### src/rtl/detector_arbiter_pkg.sv
// Shared types and helpers for the round-robin pattern-detector scheduler.
package detector_arbiter_pkg;

  localparam int unsigned N_DEF = 4;
  localparam int unsigned FRAME_LEN_DEF = 16;
  localparam int unsigned CNT_W = $clog2(FRAME_LEN_DEF + 1);
  localparam int unsigned ID_W = $clog2(N_DEF);

  typedef enum logic [1:0] {
    StIdle,
    StClear,
    StShift,
    StReport
  } arb_state_t;

  function automatic int unsigned rr_next(input int unsigned idx, input int unsigned n);
    return (idx + 1 >= n) ? 0 : idx + 1;
  endfunction

endpackage

### src/rtl/detector_arbiter_pattern_detector.sv
// Serial pattern detector with match counter; counts overlapping matches unless
// DETECTOR_ARBITER_NONOVERLAP_EN is defined, which restarts the window after each match.
module detector_arbiter_pattern_detector
  import detector_arbiter_pkg::*;
#(
  parameter int unsigned           PAT_LEN   = 4,
  parameter logic [PAT_LEN-1:0]    PATTERN   = 4'b1011,
  parameter int unsigned           FRAME_LEN = 16
) (
  input  logic                             clk_i,
  input  logic                             rst_ni,
  input  logic                             clear_i,
  input  logic                             bit_valid_i,
  input  logic                             bit_in_i,
  output logic                             match_o,
  output logic [$clog2(FRAME_LEN+1)-1:0]   match_cnt_o
);

  localparam int unsigned VldW = $clog2(PAT_LEN + 1);
  localparam int unsigned CntW = $clog2(FRAME_LEN + 1);

  logic [PAT_LEN-2:0] hist_q, hist_d;
  logic [VldW-1:0]    vld_q, vld_d;
  logic [CntW-1:0]    cnt_q, cnt_d;
  logic [PAT_LEN-1:0] window;

  always_comb begin
    window  = {hist_q, bit_in_i};
    // Needs PAT_LEN-1 prior valid bits plus this one, so cleared history never matches.
    match_o = bit_valid_i && (vld_q >= VldW'(PAT_LEN - 1)) && (window == PATTERN);
  end

  always_comb begin
    hist_d = hist_q;
    vld_d  = vld_q;
    cnt_d  = cnt_q;
    if (clear_i) begin
      hist_d = '0;
      vld_d  = '0;
      cnt_d  = '0;
    end else if (bit_valid_i) begin
      hist_d = window[PAT_LEN-2:0];
      if (vld_q != VldW'(PAT_LEN)) vld_d = vld_q + 1'b1;
      if (match_o && (cnt_q != '1)) cnt_d = cnt_q + 1'b1;
`ifdef DETECTOR_ARBITER_NONOVERLAP_EN
      if (match_o) vld_d = '0;
`endif
    end
  end

  always_ff @(posedge clk_i or negedge rst_ni) begin
    if (!rst_ni) begin
      hist_q <= '0;
      vld_q  <= '0;
      cnt_q  <= '0;
    end else begin
      hist_q <= hist_d;
      vld_q  <= vld_d;
      cnt_q  <= cnt_d;
    end
  end

  assign match_cnt_o = cnt_q;

endmodule

### src/rtl/detector_arbiter.sv
// Round-robin scheduler serializing one requester's frame at a time into a shared detector.
// Build option DETECTOR_ARBITER_NONOVERLAP_EN selects non-overlapping match counting.
module detector_arbiter
  import detector_arbiter_pkg::*;
#(
  parameter int unsigned        N         = 4,
  parameter int unsigned        FRAME_LEN = 16,
  parameter int unsigned        PAT_LEN   = 4,
  parameter logic [PAT_LEN-1:0] PATTERN   = 4'b1011
) (
  input  logic                             clk_i,
  input  logic                             rst_ni,
  input  logic [N-1:0]                     req_i,
  input  logic [N*FRAME_LEN-1:0]           data_i,
  output logic [N-1:0]                     grant_o,
  output logic                             busy_o,
  output logic                             done_o,
  output logic [$clog2(N)-1:0]             done_id_o,
  output logic [$clog2(FRAME_LEN+1)-1:0]   match_cnt_o
);

  localparam int unsigned IdW  = $clog2(N);
  localparam int unsigned CntW = $clog2(FRAME_LEN + 1);
  localparam int unsigned BitW = $clog2(FRAME_LEN);

  arb_state_t           state_q, state_d;
  logic [FRAME_LEN-1:0] sreg_q, sreg_d;
  logic [IdW-1:0]       id_q, id_d;
  logic [IdW-1:0]       ptr_q, ptr_d;
  logic [BitW-1:0]      bitcnt_q, bitcnt_d;

  logic                 found;
  logic [IdW-1:0]       win;
  logic [FRAME_LEN-1:0] win_word;
  int unsigned          cand;
  logic                 det_clear, det_valid, done;
  logic                 match_unused;
  logic [CntW-1:0]      det_cnt;

  // First requester at or after the pointer, in cyclic order.
  always_comb begin
    found = 1'b0;
    win   = ptr_q;
    cand  = 0;
    for (int unsigned k = 0; k < N; k++) begin
      cand = (int'(ptr_q) + k) % N;
      if (!found && req_i[IdW'(cand)]) begin
        found = 1'b1;
        win   = IdW'(cand);
      end
    end
    win_word = '0;
    for (int unsigned k = 0; k < N; k++) begin
      if (IdW'(k) == win) win_word = data_i[k*FRAME_LEN +: FRAME_LEN];
    end
  end

  always_comb begin
    state_d   = state_q;
    sreg_d    = sreg_q;
    id_d      = id_q;
    ptr_d     = ptr_q;
    bitcnt_d  = bitcnt_q;
    det_clear = 1'b0;
    det_valid = 1'b0;
    done      = 1'b0;
    unique case (state_q)
      StIdle: begin
        if (found) begin
          sreg_d  = win_word;
          id_d    = win;
          state_d = StClear;
        end
      end
      StClear: begin
        det_clear = 1'b1;
        bitcnt_d  = '0;
        state_d   = StShift;
      end
      StShift: begin
        det_valid = 1'b1;
        sreg_d    = sreg_q << 1;
        bitcnt_d  = bitcnt_q + 1'b1;
        if (bitcnt_q == BitW'(FRAME_LEN - 1)) state_d = StReport;
      end
      StReport: begin
        done    = 1'b1;
        ptr_d   = IdW'(rr_next(int'(id_q), N));
        state_d = StIdle;
      end
      default: state_d = StIdle;
    endcase
  end

  always_ff @(posedge clk_i or negedge rst_ni) begin
    if (!rst_ni) begin
      state_q  <= StIdle;
      sreg_q   <= '0;
      id_q     <= '0;
      ptr_q    <= '0;
      bitcnt_q <= '0;
    end else begin
      state_q  <= state_d;
      sreg_q   <= sreg_d;
      id_q     <= id_d;
      ptr_q    <= ptr_d;
      bitcnt_q <= bitcnt_d;
    end
  end

  detector_arbiter_pattern_detector #(
    .PAT_LEN   (PAT_LEN),
    .PATTERN   (PATTERN),
    .FRAME_LEN (FRAME_LEN)
  ) u_detector (
    .clk_i       (clk_i),
    .rst_ni      (rst_ni),
    .clear_i     (det_clear),
    .bit_valid_i (det_valid),
    .bit_in_i    (sreg_q[FRAME_LEN-1]),
    .match_o     (match_unused),
    .match_cnt_o (det_cnt)
  );

  always_comb begin
    busy_o      = (state_q != StIdle);
    grant_o     = busy_o ? (N'(1) << id_q) : '0;
    done_o      = done;
    done_id_o   = done ? id_q : '0;
    match_cnt_o = done ? det_cnt : '0;
  end

endmodule

### config.mk
export PLATFORM = sky130hd
export DESIGN_NAME = detector_arbiter
export DESIGN_NICKNAME = d
export VERILOG_FILES = /design/src/rtl/detector_arbiter_pkg.sv /design/src/rtl/detector_arbiter_pattern_detector.sv /design/src/rtl/detector_arbiter.sv
export SDC_FILE = /design/constraint.sdc
export NUM_CORES = 1
export LEC_CHECK = 0
export BUFFER_PORTS_ARGS = -buffer_cell sky130_fd_sc_hd__buf_2
export CORE_UTILIZATION = 55
export DETAILED_ROUTE_END_ITERATION = 7
export PLACE_DENSITY = 0.94
export RECOVER_POWER = 100
export SYNTH_ARGS = -nofsm -noshare
export SYNTH_HDL_FRONTEND = slang
export SYNTH_SLANG_ARGS = --single-unit
### constraint.sdc
create_clock -name clk_i -period 3.8 [get_ports clk_i]
set_clock_uncertainty 0.2 [all_clocks]
set_input_delay 0.38 -clock clk_i [delete_from_list [all_inputs] [get_ports clk_i]]
set_output_delay 0.38 -clock clk_i [all_outputs]
set_load 0.005 [all_outputs]
## Word level (Yosys, flattened, before mapping)

Index checks and enable logic that the tools add are counted.

| storage, ports and cells | value |
|---|---|
| flip-flop bits (word level) | 37 |
| output and inout port bits | 13 |
| input port bits | 70 |

| cells by class | value |
|---|---|
| equality and inequality tests | 12 |
| mux-type cells | 40 |
| shift operators | 1 |
| reduce and logical (&&, ||, !) cells | 22 |
| $add $sub $neg | 7 |
| $lt $le $gt $ge | 6 |

Operator list:

| operator | count |
|---|---|
| two-way mux 16 bit | 5 |
| one-hot mux 16 bit (2 select lines) | 1 |
| two-way mux 5 bit | 4 |
| two-way mux 3 bit | 5 |
| two-way mux 2 bit | 7 |
| less-than comparator 2 x 3 -> 1 bit (second input constant) | 4 |
| nonzero test 2 bit | 6 |
| two-way mux 1 bit | 11 |
| AND reduction 2 bit | 5 |
| binary-select mux 1 bit (select 2 bit) | 4 |
| equality test 4 bit (second input constant) | 2 |
| one-hot mux 2 bit (4 select lines) | 1 |
| one-hot mux 4 bit (2 select lines) | 1 |
| logical AND 1 bit | 6 |
| adder 5 x 1 -> 5 bit (second input constant) | 1 |
| != test 5 bit (second input constant) | 1 |
| adder 2 bit (second input constant) | 2 |
| adder 4 x 1 -> 4 bit (second input constant) | 1 |
| equality test 2 bit (first input constant) | 2 |
| equality test 2 bit (second input constant) | 2 |
| logical NOT 2 bit | 2 |
| two-way mux 4 bit | 1 |
| != test 2 bit (second input constant) | 2 |
| << shifter 1 x 2 -> 4 bit (first input constant) | 1 |
| other kinds (9) | 11 |

## Depth between registers and ports, before layout

Gate-level depths: netlist of the first run.

| logic depth | value |
|---|---|
| word-level depth | 19 |
| mapped depth | 8 |
| mapped depth without buffers | 7 |

## Cells and area by module

A second synthesis of the first run with hierarchy kept.

| second synthesis, totals | value |
|---|---|
| cell total of the unflattened synthesis | 333 |
| area total of the unflattened synthesis | 2,955.3 um^2 |

By module, submodules not included:

| module | instances | area each (um^2) | cells an instance |
|---|---|---|---|
| detector_arbiter | 1 | 2,264.7 | 270 |
| detector_arbiter_pattern_detector | 1 | 690.7 | 63 |

## Worst setup path after synthesis of the first run

No wires, ideal clock.

| timing | value |
|---|---|
| kind | register -> register |
| start point | reg u_detector.cnt_q[0] (netlist: u_detector.match_cnt_o[0]) |
| end point | reg u_detector.cnt_q[3] (netlist: u_detector.match_cnt_o[3]) |
| cell stages (with the launch flop) | 8 |
| period minus slack after synthesis | 2.271 ns |
| required time | 3.479 ns |
| arrival time | 1.950 ns |
| path buffers | 0 |
| slack | 1.529 ns |
| path through | dfrtp_1 > ha_1 > and3_1 > ha_1 > nor4_2 > and4_1 > o21ai_0 > a22o_1 |

| on the way | value |
|---|---|
| longest elaborated chain between the ends | 4 |
| elaborated cells on any way between the ends | 8 |
| classes of those cells | add/sub (1); eq/ne (1); mux (3); reduce/logical (3) |

RTL lines:

| what | RTL line | text |
|---|---|---|
| start, declared | detector_arbiter_pattern_detector.sv:24 | `logic [CntW-1:0] cnt_q, cnt_d;` |
| start signal, assigned | detector_arbiter_pattern_detector.sv:59 | `cnt_q <= cnt_d;` |
| adder 5 x 1 -> 5 bit or != test 5 bit (tied branches) | detector_arbiter_pattern_detector.sv:44 | `if (match_o && (cnt_q != '1)) cnt_d = cnt_q + 1'b1;` |
| two-way mux 5 bit or logical AND 1 bit (tied branches) | detector_arbiter_pattern_detector.sv:44 |  |
| two-way mux 5 bit or nonzero test 2 bit (tied branches) | -- |  |
| two-way mux 5 bit or AND reduction 2 bit (tied branches) | -- |  |

Parallel ways exist; a longest one is shown, timed or not. The select of a mux whose other input is x is not followed.
A chain may end at the register's enable or synchronous reset.

## Final worst setup path of the first run

| timing | value |
|---|---|
| start point | reg state_q[0] |
| end point | reg sreg_q[2] |

| on the way | value |
|---|---|
| longest elaborated chain between the ends | 3 |
| elaborated cells on any way between the ends | 6 |
| classes of those cells | eq/ne (2); mux (1); reduce/logical (3) |

RTL lines:

| what | RTL line | text |
|---|---|---|
| start, declared | detector_arbiter.sv:26 | `arb_state_t state_q, state_d;` |
| start signal, assigned | detector_arbiter.sv:97 | `state_q <= StIdle;` |
| start signal, assigned | detector_arbiter.sv:103 | `state_q <= state_d;` |
| equality test 2 bit or logical NOT 2 bit (tied branches) | detector_arbiter.sv:67 | `unique case (state_q)` |
| nonzero test 2 bit (no source line) or != test 2 bit (tied branches) | -- |  |
| AND reduction 2 bit (no source line) | -- |  |
| end signal, assigned | detector_arbiter.sv:104 | `sreg_q <= sreg_d;` |
| end, declared | detector_arbiter.sv:27 | `logic [FRAME_LEN-1:0] sreg_q, sreg_d;` |

Parallel ways exist; a longest one is shown, timed or not.

==> results of run 1 <==
## routing by layer
metal  vias up  GRT usage (%)
met3         8           5.01
li1       1360              -
met1      1303           32.8
met2       109           45.1
met5         -              0
met4         0           7.76
## stage by stage
step	setup slack [ps]	instances
finish	1070	466
global route	823	466
CTS	1300	466
detailed placement	1200	459
global placement	1260	459
floorplan	1530	334
## cells in the final DEF, fill, tap and decap left out, drive strengths merged, types with 4 or more instances in the layout
cell | netlist | layout
and2 | 7 | 7
dfrtp | 37 | 37
nor2b | 9 | 9
nor2 | 8 | 8
clkbuf | 12 | 15
o22ai | 4 | 4
buf | 17 | 79
a21oi | 34 | 34
nor4b | 16 | 16
o21ai | 30 | 30
a31oi | 16 | 16
inv | 34 | 34
ha | 16 | 16
o31a | 13 | 13
a32oi | 14 | 14
nand3 | 11 | 11
nand2 | 15 | 15
## flip-flops by register name, summed over array words and instances (netlist names)
name	flops
sreg_q	16
u_detector.match_cnt_o	5
bitcnt_q	4
u_detector.hist_q	3
u_detector.vld_q	3
id_q	2
ptr_q	2
state_q	2
## cell families (layout without fill, tap and decap cells)
kind of cell               count (synthesis)  count (layout)
AOI/OAI and AO/OA                        132             132
and+or+nand+nor                           81              81
buffers and inverters                     63             128
DFF                                       37              37
adders and majority gates                 16              16
muxes                                      5               5
## power breakdown
group          switching [mW]  leakage [nW]  internal (mW)
combinational           0.875          1.00          0.568
sequential              0.154         0.463          0.566
clock                   0.136        0.0443          0.144
total                    1.16          1.51           1.28
## critical path: stages, from the launching register on
cell and delay, ps:
dfrtp_1 410, inv_1 120, ha_1 430, inv_1 160
nor3b_2 190, clkbuf_1 510, inv_1 140, a221o_1 310
o211ai_1 170
## cell usage after synthesis (all sizes together) (3+ instances only)
cell type | number | area, um^2
a21oi | 34 | 219
ha | 16 | 200
nand2 | 15 | 56.3
dfrtp | 37 | 926
o31ai | 3 | 22.5
buf | 17 | 114
and2 | 7 | 43.8
nand3 | 11 | 55.1
mux2i | 3 | 42.5
a32oi | 14 | 123
o22ai | 4 | 25.0
nor2 | 8 | 30.0
o31a | 13 | 114
clkbuf | 12 | 45.0
a211oi | 3 | 22.5
nor4b | 16 | 140
nor3b | 3 | 27.5
o21ai | 30 | 150
nor2b | 9 | 56.3
a31oi | 16 | 100
inv | 34 | 128
## worst max-delay path by stage
stage	endpoint	cells after the start
2_1_floorplan	u_detector.match_cnt_o[3]	7
3_3_place_gp	sreg_q[0]	6
3_5_place_dp	sreg_q[0]	6
4_1_cts	sreg_q[13]	6
5_1_grt	sreg_q[2]	8
6_report	sreg_q[2]	8
## layout make-up
cell class,count,share of cell area [%]
inverters,34,3.83
flip-flops and latches,37,27.8
well taps,67,2.52
multi-input cells,234,50.2
clock buffers,7,2.59
repair buffers,87,13.1
==> impl_metrics.tcl, run 1 <==
set metrics [dict create \
    r2r_slack_ps 1070 \
    synth_compound_area_share_pct 31.5 \
    hold_violations 0 \
    final_max_slew_viol_count 38 \
    postCtsHoldBufs 0 \
    p_leak_nw 1.51 \
    htreeDepth 2 \
    vias_per_cell 5.97 \
    syn-num-nets 420 \
    seqCellArea_um2 926 \
    first_pass_iters 4 \
    core_um2 4880 \
    cts_buffers 5 \
    worst_pin_slew_ps 1940 \
    die_w_um 74.4 \
    synth_warnings 0 \
    grt_antenna_before_repair 0 \
    gr-total-overflow 0 \
    post-route-util_pct 68.3 \
    crit_start "state_q[0]" \
    period_share_pct 71.8 \
    ctsRootBufferMaster "clkbuf_8" \
    clockBufferDepth 2 \
    multi_input_area_um2 1670 \
    synthCells 334 \
    r2r-end "sreg_q[2]" \
    dp_hpwl_um 4960 \
    globalplace.congestion 0.853 \
    fmax_mhz 367 \
    cellPowerDensity_nw_per_um2 733 \
    synth-xor-area-share_pct 0 \
    r2r-start "state_q[0]" \
    synthArstFlopShare_pct 100 \
    start_kind "register" \
    maxCapViolations 1 \
    violations "max-capacitance violations, max-slew violations" \
    wirelength_um 6920 \
    grt_pass1_wl_um 11100 \
    gr-usage-all-layers_pct 26.0 \
    placed_area_um2 3270 \
    worstRegToRegCells 8 \
    tns_ps 0 \
    seq_area_frac_synth_pct 32.1 \
    synth.distinct_cells 47 \
    fillers 374 \
    synth_fa_ha_area_share_pct 6.94 \
    dieHeight_um 74.4 \
    initial_core_util_pct 59.1 \
    whs_endpoint "sreg_q[8]" \
    synth_edf_count 0 \
    drive_gt1_share_pct 26.3 \
    cts_tree "built" \
    drcViolationCount 0 \
    synth_top_family_by_area "compound AO/OA/AOI/OAI gates" \
    setup_viol 0 \
    synthMuxAreaShare_pct 2.26 \
    layout-area-overhead-vs-synth_pct 15.6 \
    final_antenna_net_count 0 \
    vdd.ir_drop.worst_mv 0.446 \
    slew_headroom_pct -29.5 \
    ys_ff_latch 37 \
    row_count 25 \
    cp.required_ps 3810 \
    min_path_type "in -> reg" \
    crit_path_end_kind "register" \
    met3_length_um 389 \
    synthSimpleGateAreaFrac_pct 17.3 \
    status "complete, but fails checks" \
    holdPathStages 3 \
    clk_pin_slew_ps 70 \
    numPortBuffers 82 \
    post_cts_resized 0 \
    syn_avg_cell_area_um2 8.63 \
    final.min_clock_period_ps 2730 \
    highest_layer "met4" \
    clock_latency_ps 290 \
    cts_setup_buffers 0 \
    routed-wl-met2_um 3470 \
    cp_max_fo 15 \
    power_mw 2.44 \
    diodes 0 \
    ios 83 \
    rsz0062_at_grt "false" \
    cts_sinks 37 \
    wl_per_cell_um 14.8 \
    nets 485 \
    m1WireLength_um 2980 \
    final_area_um2 3330 \
    min-delay-start "data_i[40]" \
    dr.first_iter.drc_count 124 \
    worst_ep_arrival_time_ps 2730 \
    netlist_area_um2 2880 \
    vias 2780 \
    whs_ps 206 \
    criticalPathCategory "reg -> reg" \
    grt_max_degree 38 \
    ys.flop_type "dfrtp_1" \
    grt_pass1_vias 2491 \
    fp.dieArea_um2 5540 \
]
Power figures use the tool's default switching activity.
==> run 2: changes to the inputs <==
Settings changed: CORE_UTILIZATION 55 to 48, PLACE_DENSITY 0.94 to 0.88.
Clock period 3.8 ns to 2.45 ns, I/O delays scaled along.
==> run 2 against run 1 <==
Net effect: the run now ends clean; wire length increased by 1.2%; core utilization decreased by 8.4 points; design area increased by 1.4%; global-route usage decreased by 2.5 points; sequential power increased by 54%; setup slack got worse by 870 ps; total power increased by 55%; maximum frequency increased by 21%; die area increased by 14%; via count increased by 1.3%; non-clock buffer count increased by 7; critical path type unchanged.
==> impl_metrics.tcl, run 2 (same netlist as run 1, synthesis figures left out) <==
set metrics [dict create \
    die_w_um 79.5 \
    crit_end "u_detector.match_cnt_o[2]" \
    hold_violations 0 \
    globalplace.congestion 0.822 \
    maxCapViolations 0 \
    fp.dieArea_um2 6320 \
    placed_cells_incl_taps 470 \
    drcViolationCount 0 \
    cts_tree "built" \
    crit_path_end_kind "register" \
    ctsRootBufferMaster "clkbuf_8" \
    htreeDepth 2 \
    start_kind "register" \
    dieHeight_um 79.5 \
    post_cts_resized 0 \
    grt_pass1_vias 2731 \
    fmax_mhz 445 \
    clk_pin_slew_ps 80 \
    setup_viol 0 \
    tns_ps 0 \
    p_leak_nw 1.54 \
    slew_headroom_pct 39.4 \
    vias_per_cell 5.88 \
    layout_commonest_cell "buf_2" \
    row_count 27 \
    cts_sinks 37 \
    clock_latency_ps 290 \
    final_max_slew_viol_count 0 \
    diodes 0 \
    r2r-start "u_detector.match_cnt_o[0]" \
    power_mw 3.79 \
    p_sw_mw 1.81 \
    worstRegToRegCells 8 \
    wirelength_um 7000 \
    gr-usage-all-layers_pct 23.6 \
    dr.first_iter.drc_count 126 \
    clockBufferDepth 2 \
    p_comb_share_pct 59.7 \
    vias 2817 \
    r2r_slack_ps 200 \
    post-route-util_pct 59.9 \
    cp_max_fo 6 \
    vdd.ir_drop.worst_mv 0.590 \
    criticalPathCategory "reg -> reg" \
    core_um2 5640 \
    largest_reg_flops 16 \
    gr-total-overflow 0 \
    p_clk_share_pct 10.9 \
    min_path_type "in -> reg" \
    r2r-end "u_detector.match_cnt_o[2]" \
    switching_share_pct 47.7 \
    grt_antenna_before_repair 0 \
    period_share_pct 91.7 \
    layout-area-overhead-vs-synth_pct 17.1 \
    top_register "sreg_q" \
    dp_hpwl_um 5210 \
    final_antenna_net_count 0 \
    layout_common_cells "buf_2 (76), dfrtp_1 (37), inv_1 (34), o21ai_0 (29), a21oi_1 (20)" \
    seqPwrFrac_pct 29.3 \
    worst_ep_arrival_time_ps 2210 \
    cts_buffers 5 \
    status "finished, final reports clean" \
    rsz0062_at_grt "false" \
    wl_per_cell_um 14.6 \
    nets 492 \
    drive_gt1_share_pct 27.5 \
    grt_pass1_wl_um 12000 \
    cp.required_ps 2410 \
    grt_max_degree 38 \
    ios 83 \
    final_cells 479 \
    final.min_clock_period_ps 2250 \
    worst_pin_slew_ps 909 \
    crit_start "u_detector.match_cnt_o[0]" \
    first_pass_iters 4 \
    cellPowerDensity_nw_per_um2 1120 \
    numPortBuffers 82 \
    p_int_mw 1.98 \
    initial_core_util_pct 51.1 \
]
## run 2: cell types whose count changed in the layout (fill, tap and decap cells not counted), sizes merged
cell / previous run / this run
clkinv: 0 / 2
dlygate4sd3: 0 / 1
buf: 79 / 84
## run 2: worst max-delay path: stages, from the launching register on
cell and delay (ps):
dfrtp_1 410, ha_1 240, and3_1 190, ha_1 180, nor4_2 280, clkbuf_1 230, a21oi_1 100, o21ai_0 180
o31ai_1 110
## run 2: how the worst min path moves through the flow
stage                     from  cells past startpoint                        end  slack [ps]
CTS                 data_i[35]                      3                  sreg_q[3]          70
global placement        rst_ni                      1  u_detector.match_cnt_o[3]         180
floorplan               rst_ni                      0                bitcnt_q[0]        -250
detailed placement      rst_ni                      1  u_detector.match_cnt_o[3]         190
global route        data_i[35]                      3                  sreg_q[3]          70
finish              data_i[35]                      3                  sreg_q[3]          70
## run 2: timing repair
item	in CTS	in global routing
hold buffers	1	0
endpoints found under the hold margin	37	0
setup buffers	0	0
## run 2: layout make-up
type	instances	area [um^2]
clock inverters	2	10.0
fillers	482	2260
multi-input cells	234	1660
repair buffers	94	489
clock buffers	6	72.6
well taps	72	90.1
inverters	34	128
flip-flops and latches	37	926
## run 2: layer usage
| metal | track usage (%) | up-vias | part of all wire [%] |
|---|---|---|---|
| met1 | 29.2 | 1305 | 43 |
| li1 | - | 1381 | - |
| met4 | 7.82 | 0 | 1.9 |
| met2 | 40.8 | 114 | 49 |
| met3 | 4.46 | 17 | 6.1 |
| met5 | 0 | - | 0 |
## run 2: power groups by stage
stage	logic (mW)	clock network, mW	registers, mW
6_report	2.26	0.414	1.11
5_1_grt	2.57	0.448	1.15
4_1_cts	2.37	0.422	1.11
3_5_place_dp	2.35	0	1.12
3_3_place_gp	2.26	0	1.10
2_1_floorplan	1.86	0	1.05
## run 2: per-stage QoR
stage               cell area, um^2  hold slack (ps)  setup slack, ps
global route                   3380             68.4             74.5
global placement               3330              180              338
finish                         3380             67.6              204
floorplan                      2880             -251              179
CTS                            3420             65.2              241
detailed placement             3330              190              252
